**config.mk**
```make
export PLATFORM = sky130hd
export DESIGN_NAME = traffic_safety_monitor_flat
export DESIGN_NICKNAME = d
export VERILOG_FILES = /design/src/rtl/traffic_safety_monitor_if.sv /design/src/rtl/traffic_safety_monitor.sv /design/src/flat_wrapper.sv
export SDC_FILE = /design/constraint.sdc
export NUM_CORES = 1
export LEC_CHECK = 0
export BUFFER_PORTS_ARGS = -buffer_cell sky130_fd_sc_hd__buf_2
export CAP_MARGIN = 20
export CORE_MARGIN = 3
export CORE_UTILIZATION = 50
export CTS_CLUSTER_DIAMETER = 40
export DETAILED_ROUTE_END_ITERATION = 12
export GPL_ROUTABILITY_DRIVEN = 0
export PLACE_DENSITY = 0.82
export SLEW_MARGIN = 20
export SYNTH_ARGS = -nofsm -noshare
export SYNTH_HDL_FRONTEND = slang
export SYNTH_SLANG_ARGS = --single-unit
```
**constraint.sdc**
```tcl
create_clock -name clk -period 3 [get_ports clk]
set_input_delay 0.6 -clock clk [delete_from_list [all_inputs] [get_ports clk]]
set_output_delay 0.6 -clock clk [all_outputs]
set_load 0.03 [all_outputs]
```
**src/rtl/traffic_safety_monitor_if.sv**
```systemverilog
// traffic_safety_monitor_if: light-code inputs, fault clear and checked lamp
// outputs between the light controller (master) and the safety monitor (slave).
interface traffic_safety_monitor_if;
  logic [2:0] north_in, west_in, south_in, east_in;
  logic       clr_fault;
  logic [2:0] north_out, west_out, south_out, east_out;
  logic       fault;
  logic [2:0] fault_code;
  logic [1:0] fault_dir;
  logic [7:0] fault_count;

  modport master (
    output north_in, west_in, south_in, east_in, clr_fault,
    input  north_out, west_out, south_out, east_out,
    input  fault, fault_code, fault_dir, fault_count
  );

  modport slave (
    input  north_in, west_in, south_in, east_in, clr_fault,
    output north_out, west_out, south_out, east_out,
    output fault, fault_code, fault_dir, fault_count
  );
endinterface

```
**src/rtl/traffic_safety_monitor.sv**
```systemverilog
// traffic_safety_monitor: conflict / sequence / dwell checker in front of the
// lamp drivers. Passes legal samples through with one cycle of latency and
// forces all lamps RED on a latched fault until cleared and re-armed.
// Optional stuck-input watchdog: define SAFETY_WDOG_EN.
// Direction index: N=0, W=1, S=2, E=3.

// Per-direction code classification against the previous sample.
module tsm_lane (
  input  logic [2:0] cur_i,
  input  logic [2:0] prev_i,
  output logic       illegal_o,
  output logic       nonred_o,
  output logic       chg_o,
  output logic       r2g_o,
  output logic       g2y_o,
  output logic       y2r_o,
  output logic       bad_seq_o
);
  localparam logic [2:0] GRN = 3'b001, YEL = 3'b010, RED = 3'b100;

  assign illegal_o = !(cur_i == GRN || cur_i == YEL || cur_i == RED);
  assign nonred_o  = (cur_i != RED);
  assign chg_o     = (cur_i != prev_i);
  assign r2g_o     = (prev_i == RED) && (cur_i == GRN);
  assign g2y_o     = (prev_i == GRN) && (cur_i == YEL);
  assign y2r_o     = (prev_i == YEL) && (cur_i == RED);
  assign bad_seq_o = chg_o && !(r2g_o || g2y_o || y2r_o);
endmodule

module traffic_safety_monitor #(
  parameter int GREEN_MIN   = 16,
  parameter int YELLOW_MIN  = 4,
  parameter int WDOG_CYCLES = 64
) (
  input  logic                       clk,
  input  logic                       rst_n,
  traffic_safety_monitor_if.slave    bus
);
  localparam int NUM_LANES = 4;
  localparam logic [2:0] RED = 3'b100;
  localparam logic [NUM_LANES-1:0][2:0] ALL_RED = {NUM_LANES{RED}};
  localparam logic [7:0] GMIN = 8'(GREEN_MIN);
  localparam logic [7:0] YMIN = 8'(YELLOW_MIN);

  typedef enum logic [1:0] {ARMING, RUN, FAULT} state_e;

  state_e                    state_q, state_d;
  logic [NUM_LANES-1:0][2:0] cur, prev_q, out_q, out_d;
  logic [7:0]                dwell_q, dwell_d, cnt_q, cnt_d;
  logic                      fault_q, fault_d;
  logic [2:0]                code_q, code_d, chk_code;
  logic [1:0]                dir_q, dir_d, chk_dir;
  logic [NUM_LANES-1:0]      illegal, nonred, chg, r2g, g2y, y2r, bad_seq;
  logic [NUM_LANES-1:0]      short_g, short_y;
  logic                      conflict, stuck;

  function automatic logic [1:0] low_idx(input logic [NUM_LANES-1:0] v);
    logic [1:0] idx;
    idx = '0;
    for (int i = NUM_LANES - 1; i >= 0; i--) if (v[i]) idx = 2'(i);
    return idx;
  endfunction

  function automatic logic multi(input logic [NUM_LANES-1:0] v);
    return (v & (v - 1'b1)) != '0;
  endfunction

  assign cur = {bus.east_in, bus.south_in, bus.west_in, bus.north_in};

  for (genvar i = 0; i < NUM_LANES; i++) begin : g_lane
    tsm_lane u_lane (
      .cur_i(cur[i]), .prev_i(prev_q[i]),
      .illegal_o(illegal[i]), .nonred_o(nonred[i]), .chg_o(chg[i]),
      .r2g_o(r2g[i]), .g2y_o(g2y[i]), .y2r_o(y2r[i]), .bad_seq_o(bad_seq[i])
    );
  end

  assign conflict = multi(nonred);
  // dwell_q counts the samples of the code that is just being left
  assign short_g  = g2y & {NUM_LANES{dwell_q < GMIN}};
  assign short_y  = y2r & {NUM_LANES{dwell_q < YMIN}};

`ifdef SAFETY_WDOG_EN
  localparam int WDW = $clog2(WDOG_CYCLES + 1);
  logic [WDW-1:0] wd_q, wd_d;

  // fires on the WDOG_CYCLES-th consecutive unchanged sample in RUN
  assign stuck = (state_q == RUN) && !(|chg) && (wd_q == WDW'(WDOG_CYCLES - 1));

  // unchanged-sample counter, only live in RUN
  always_comb wd_d = (state_q == RUN && !(|chg)) ? wd_q + 1'b1 : '0;

  // watchdog counter register
  always_ff @(posedge clk or negedge rst_n)
    if (!rst_n) wd_q <= '0;
    else        wd_q <= wd_d;
`else
  // watchdog not built; the term below is constant zero
  assign stuck = 1'b0 & (WDOG_CYCLES != 0);
`endif

  // prioritised check result: lowest code wins, lowest direction within it
  always_comb begin
    chk_code = 3'd0;
    chk_dir  = 2'd0;
    if (|illegal) begin
      chk_code = 3'd1; chk_dir = low_idx(illegal);
    end else if (conflict) begin
      chk_code = 3'd2; chk_dir = low_idx(nonred);
    end else if (state_q == RUN) begin
      if (|bad_seq)      begin chk_code = 3'd3; chk_dir = low_idx(bad_seq); end
      else if (|short_g) begin chk_code = 3'd4; chk_dir = low_idx(short_g); end
      else if (|short_y) begin chk_code = 3'd5; chk_dir = low_idx(short_y); end
      else if (stuck)    begin chk_code = 3'd6; chk_dir = low_idx(nonred);  end
    end
  end

  // next state, lamp drive and fault bookkeeping
  always_comb begin
    state_d = state_q;
    out_d   = out_q;
    dwell_d = dwell_q;
    fault_d = fault_q;
    code_d  = code_q;
    dir_d   = dir_q;
    cnt_d   = cnt_q;
    case (state_q)
      ARMING: begin
        out_d   = ALL_RED;
        dwell_d = '0;
        if (chk_code == 3'd0 && |r2g && !multi(r2g)) begin
          state_d = RUN;
          out_d   = cur;
          dwell_d = 8'd1;
        end
      end
      RUN: begin
        out_d   = cur;
        dwell_d = (|chg) ? 8'd1 : ((dwell_q == 8'hFF) ? dwell_q : dwell_q + 8'd1);
      end
      default: begin
        out_d   = ALL_RED;
        dwell_d = '0;
        // outside RUN chk_code only reflects illegal / conflict
        if (bus.clr_fault && chk_code == 3'd0) begin
          state_d = ARMING;
          fault_d = 1'b0;
          code_d  = 3'd0;
          dir_d   = 2'd0;
        end
      end
    endcase
    if (state_q != FAULT && chk_code != 3'd0) begin
      state_d = FAULT;
      out_d   = ALL_RED;
      dwell_d = '0;
      fault_d = 1'b1;
      code_d  = chk_code;
      dir_d   = chk_dir;
      if (cnt_q != 8'hFF) cnt_d = cnt_q + 8'd1;
    end
  end

  // state and output registers; prev tracks the inputs in every state
  always_ff @(posedge clk or negedge rst_n) begin
    if (!rst_n) begin
      state_q <= ARMING;
      prev_q  <= ALL_RED;
      out_q   <= ALL_RED;
      dwell_q <= '0;
      fault_q <= 1'b0;
      code_q  <= 3'd0;
      dir_q   <= 2'd0;
      cnt_q   <= '0;
    end else begin
      state_q <= state_d;
      prev_q  <= cur;
      out_q   <= out_d;
      dwell_q <= dwell_d;
      fault_q <= fault_d;
      code_q  <= code_d;
      dir_q   <= dir_d;
      cnt_q   <= cnt_d;
    end
  end

  assign bus.north_out   = out_q[0];
  assign bus.west_out    = out_q[1];
  assign bus.south_out   = out_q[2];
  assign bus.east_out    = out_q[3];
  assign bus.fault       = fault_q;
  assign bus.fault_code  = code_q;
  assign bus.fault_dir   = dir_q;
  assign bus.fault_count = cnt_q;
endmodule

```
**src/flat_wrapper.sv**
```systemverilog
// flat-port wrapper written by rule: the top's interface ports become plain ports
module traffic_safety_monitor_flat 
#(
  parameter int GREEN_MIN   = 16,
  parameter int YELLOW_MIN  = 4,
  parameter int WDOG_CYCLES = 64
)
  (clk, rst_n, bus_north_in, bus_west_in, bus_south_in, bus_east_in, bus_clr_fault, bus_north_out, bus_west_out, bus_south_out, bus_east_out, bus_fault, bus_fault_code, bus_fault_dir, bus_fault_count);
  traffic_safety_monitor_if bus_i ();
  input  logic clk;
  input  logic rst_n;
  input wire logic [$bits(bus_i.north_in)-1:0] bus_north_in;
  input wire logic [$bits(bus_i.west_in)-1:0] bus_west_in;
  input wire logic [$bits(bus_i.south_in)-1:0] bus_south_in;
  input wire logic [$bits(bus_i.east_in)-1:0] bus_east_in;
  input wire logic [$bits(bus_i.clr_fault)-1:0] bus_clr_fault;
  output wire logic [$bits(bus_i.north_out)-1:0] bus_north_out;
  output wire logic [$bits(bus_i.west_out)-1:0] bus_west_out;
  output wire logic [$bits(bus_i.south_out)-1:0] bus_south_out;
  output wire logic [$bits(bus_i.east_out)-1:0] bus_east_out;
  output wire logic [$bits(bus_i.fault)-1:0] bus_fault;
  output wire logic [$bits(bus_i.fault_code)-1:0] bus_fault_code;
  output wire logic [$bits(bus_i.fault_dir)-1:0] bus_fault_dir;
  output wire logic [$bits(bus_i.fault_count)-1:0] bus_fault_count;
  assign bus_i.north_in = bus_north_in;
  assign bus_i.west_in = bus_west_in;
  assign bus_i.south_in = bus_south_in;
  assign bus_i.east_in = bus_east_in;
  assign bus_i.clr_fault = bus_clr_fault;
  assign bus_north_out = bus_i.north_out;
  assign bus_west_out = bus_i.west_out;
  assign bus_south_out = bus_i.south_out;
  assign bus_east_out = bus_i.east_out;
  assign bus_fault = bus_i.fault;
  assign bus_fault_code = bus_i.fault_code;
  assign bus_fault_dir = bus_i.fault_dir;
  assign bus_fault_count = bus_i.fault_count;
  traffic_safety_monitor #(.GREEN_MIN(GREEN_MIN), .YELLOW_MIN(YELLOW_MIN), .WDOG_CYCLES(WDOG_CYCLES)) u_core (.clk(clk), .rst_n(rst_n), .bus(bus_i));
endmodule
```
==> impl_metrics.tcl <==
set metrics [dict create \
    status "finished clean" \
    grt_overflow_total 0 \
    core_sq_um 5270 \
    synth_seq_cells 48 \
    drv_cap 0 \
    hold_violations 0 \
    p_leak_nw 1.41 \
    die_x_um 81.2 \
    num_vias 2333 \
    cts_buffer_depth 2 \
    hp-class "input port to async pin" \
    ff2ff_path_depth 7 \
    syn_avg_cell_area_sq_um 10.0 \
    io_buffers 40 \
    fin_hold_ws_ns 0.295 \
    syn_nets 299 \
    cts.reportedPaths.clkPinSlew_ns 0.09 \
    syn_inst 282 \
    dr.pass1.iters 5 \
    cp.arrival_ns 2.83 \
    critPathMaxFanout 7 \
    final-seq-area_sq_um 1210 \
    cts_setup_buffers 0 \
    grt_pass1_vias 2096 \
    post_drt_wl_per_cell_um 15.7 \
    min_period_ns 2.60 \
    syn_area_sq_um 2830 \
    finClkSkew_ns 0.00721 \
    worst-path-buf-inv 0 \
    die_h_um 81.2 \
    synth_top_area_share 0.354 \
    grt_max_degree 49 \
    wirelength_um 6150 \
    drive_above_1_share 0.246 \
    synth.area.top_cells "dfrtp_1 35%, dfstp_2 7.4%, xnor2_1 5.3%, nand3_1 3.4%, xor2_1 2.8%" \
    ys.flop_type "dfrtp_1" \
    path_cells "nor4bb_1 > o21ai_0 > nand3_1 > nand4_2 > o21a_4 > or3b_1 > a211oi_2" \
    synth-warning-count 0 \
    dpl.hpwl_um 4580 \
    drcViolationCount 0 \
    multi_input_area_sq_um 1530 \
    io_pins 41 \
    synth_area_leader_cell "dfrtp_1" \
    power_frac_comb 0.102 \
    netSwitchingFraction 0.251 \
    path_class "flop to flop" \
    setup_viol 0 \
    tightest_slew_ns 0.586 \
    max_freq_ghz 0.384 \
    cp_slowest_cell "dfstp_2" \
    irDropWorstVdd_uv 180 \
    htreeDepth 2 \
    initial_utilization 0.536 \
    fin_nets 337 \
    r2r_slack_ns 0.40 \
    grt_pass1_wl_um 10000 \
    cts_num_sinks 48 \
    end_kind "flop" \
    path_delay_family "simple AND/OR/NAND/NOR gates" \
    worst_ep_required_time_ns 3.23 \
    area_growth_pct 11.7 \
    rr_endpoint "u_core.dwell_q[7]$_DFFE_PN0P_" \
    ctsHoldBuffers 0 \
    rsz0062_at_grt "no" \
    yosys.cell_types.count 72 \
    max_stage_delay_ns 0.56 \
    p_int_mw 0.892 \
    vias_per_cell 5.97 \
    drt_iter0_drc 147 \
    relSlewSlack 0.610 \
    cts_buffers 5 \
    num_rows 26 \
    grtUsageTotal 0.197 \
    final_core_util 0.599 \
    dieArea_sq_um 6590 \
    finalSetupTns_ns 0 \
    p_switching_mw 0.299 \
    seqPwrFrac 0.561 \
    clkPwrFrac 0.337 \
    reg2reg_from "u_core.prev_q[5]$_DFF_PN1_" \
    yosysSeqAreaShare 0.429 \
    insertion_delay_ns 0.31 \
    async_flop_share 1.00 \
    p_per_area_nw_per_um2 377 \
    antenna_found_initial 0 \
    drv_slew 0 \
    cts_resized 0 \
    postRouteAntennaNets 0 \
    filler_cell_count 464 \
    cp-start-kind "flop" \
    synth_edf_count 0 \
    cts-root-buf "clkbuf_8" \
    antennaDiodeCount 0 \
    min_period_over_period 0.867 \
    cts_tree "done" \
]
## per-stage QoR
step,power (mW),std cells,instance area (sq um),worst slack [ns]
6_report,1.19,391,3160,0.398
2_1_floorplan,0.758,282,2830,0.341
4_1_cts,1.20,391,3160,0.452
3_5_place_dp,0.801,383,3060,0.127
5_1_grt,1.25,391,3160,0.174
3_3_place_gp,0.797,383,3060,0.173
## Yosys cell counts, types with 2 or more instances
library cell,count
xor2_1,9
inv_1,4
a22oi_1,4
and3_1,5
a31oi_1,5
nand2b_1,5
nand4_2,2
and2_1,11
a21oi_1,12
o21a_1,2
buf_4,2
nand4b_1,2
or3b_1,5
ha_1,2
nand3_1,19
nand4_1,5
xnor2_1,17
buf_6,2
nand2_1,20
nor2_1,16
nor4b_1,2
dfrtp_1,40
nor4_1,2
dfstp_2,8
a21boi_1,3
nor3b_1,2
o211ai_1,2
and4bb_2,2
a21o_1,2
o21ai_0,13
o21bai_1,2
buf_2,6
clkbuf_1,2
nor3_1,6
nor4bb_1,4
## state kept, by name, indices dropped and copies added (netlist names)
name / flops
u_core.bus.fault_code: 3
u_core.bus.east_out: 3
u_core.state_q: 2
u_core.bus.fault: 1
u_core.bus.fault_count: 8
u_core.dwell_q: 8
u_core.bus.north_out: 3
u_core.bus.west_out: 3
u_core.bus.south_out: 3
u_core.prev_q: 12
u_core.bus.fault_dir: 2
## kinds of logic after synthesis
group | after synthesis | share of synthesized area
DFF | 48 | 0.429
AOI/OAI and AO/OA | 64 | 0.166
and+or+nand+nor | 123 | 0.273
muxes | 2 | 0.00753
xor gates and xnor gates | 26 | 0.0806
buffers and inverters | 16 | 0.0319
adders and majority gates | 3 | 0.0124
## cell type report
| cell class | instances | share of cell area |
|---|---|---|
| Timing Repair Buffer | 43 | 0.0713 |
| Sequential cell | 48 | 0.384 |
| Inverter | 4 | 0.00475 |
| Clock inverter | 1 | 0.00238 |
| Clock buffer | 7 | 0.0273 |
| Tap cell | 70 | 0.0277 |
| Multi-Input combinational cell | 218 | 0.483 |
## metal layers
metal  global-route usage  vias to the layer above  wire length (um)
met5                    0                        -                 0
li1                     -                     1118                 -
met3               0.0255                       14               361
met1                0.271                     1117              2840
met4               0.0878                        0               121
met2                0.310                       84              2820
## cells in the final DEF, fill, tap and decap left out, types with 3 or more instances in the layout
cell type  count
and2_1        11
buf_4          4
nor4bb_1       4
a21boi_1       3
xor2_1         9
dfstp_2        8
buf_2         39
xnor2_1       17
a31oi_1        5
nor3_1         6
inv_1          4
clkbuf_8       6
o21ai_0       13
nand2_1       20
a21oi_1       12
dfrtp_1       40
nand2b_1       5
nand3_1       19
nor2_1        16
nand4_1        5
or3b_1         5
and3_1         5
a22oi_1        4
## power groups by stage
stage	registers [mW]	logic (mW)	clock network (mW)
2_1_floorplan	0.680	0.0789	0
3_3_place_gp	0.680	0.117	0
3_5_place_dp	0.681	0.120	0
4_1_cts	0.668	0.121	0.410
5_1_grt	0.670	0.134	0.443
6_report	0.668	0.121	0.402
## worst max path at each step
stage	start	endpoint	slack, ns	depth (start not counted)
after floorplan	bus_east_in[1]	u_core.bus.fault_count[1]$_DFFE_PN0P_	0.34	9
after global placement	bus_south_in[0]	u_core.bus.fault_count[1]$_DFFE_PN0P_	0.17	8
after detailed placement	bus_south_in[0]	u_core.bus.fault_count[1]$_DFFE_PN0P_	0.13	8
after CTS	bus_south_in[0]	u_core.bus.fault_count[1]$_DFFE_PN0P_	0.45	8
after global routing	u_core.prev_q[5]$_DFF_PN1_	u_core.dwell_q[7]$_DFFE_PN0P_	0.17	7
final	u_core.prev_q[5]$_DFF_PN1_	u_core.dwell_q[7]$_DFFE_PN0P_	0.40	7
No activity file was read; power rests on OpenSTA's default activity.
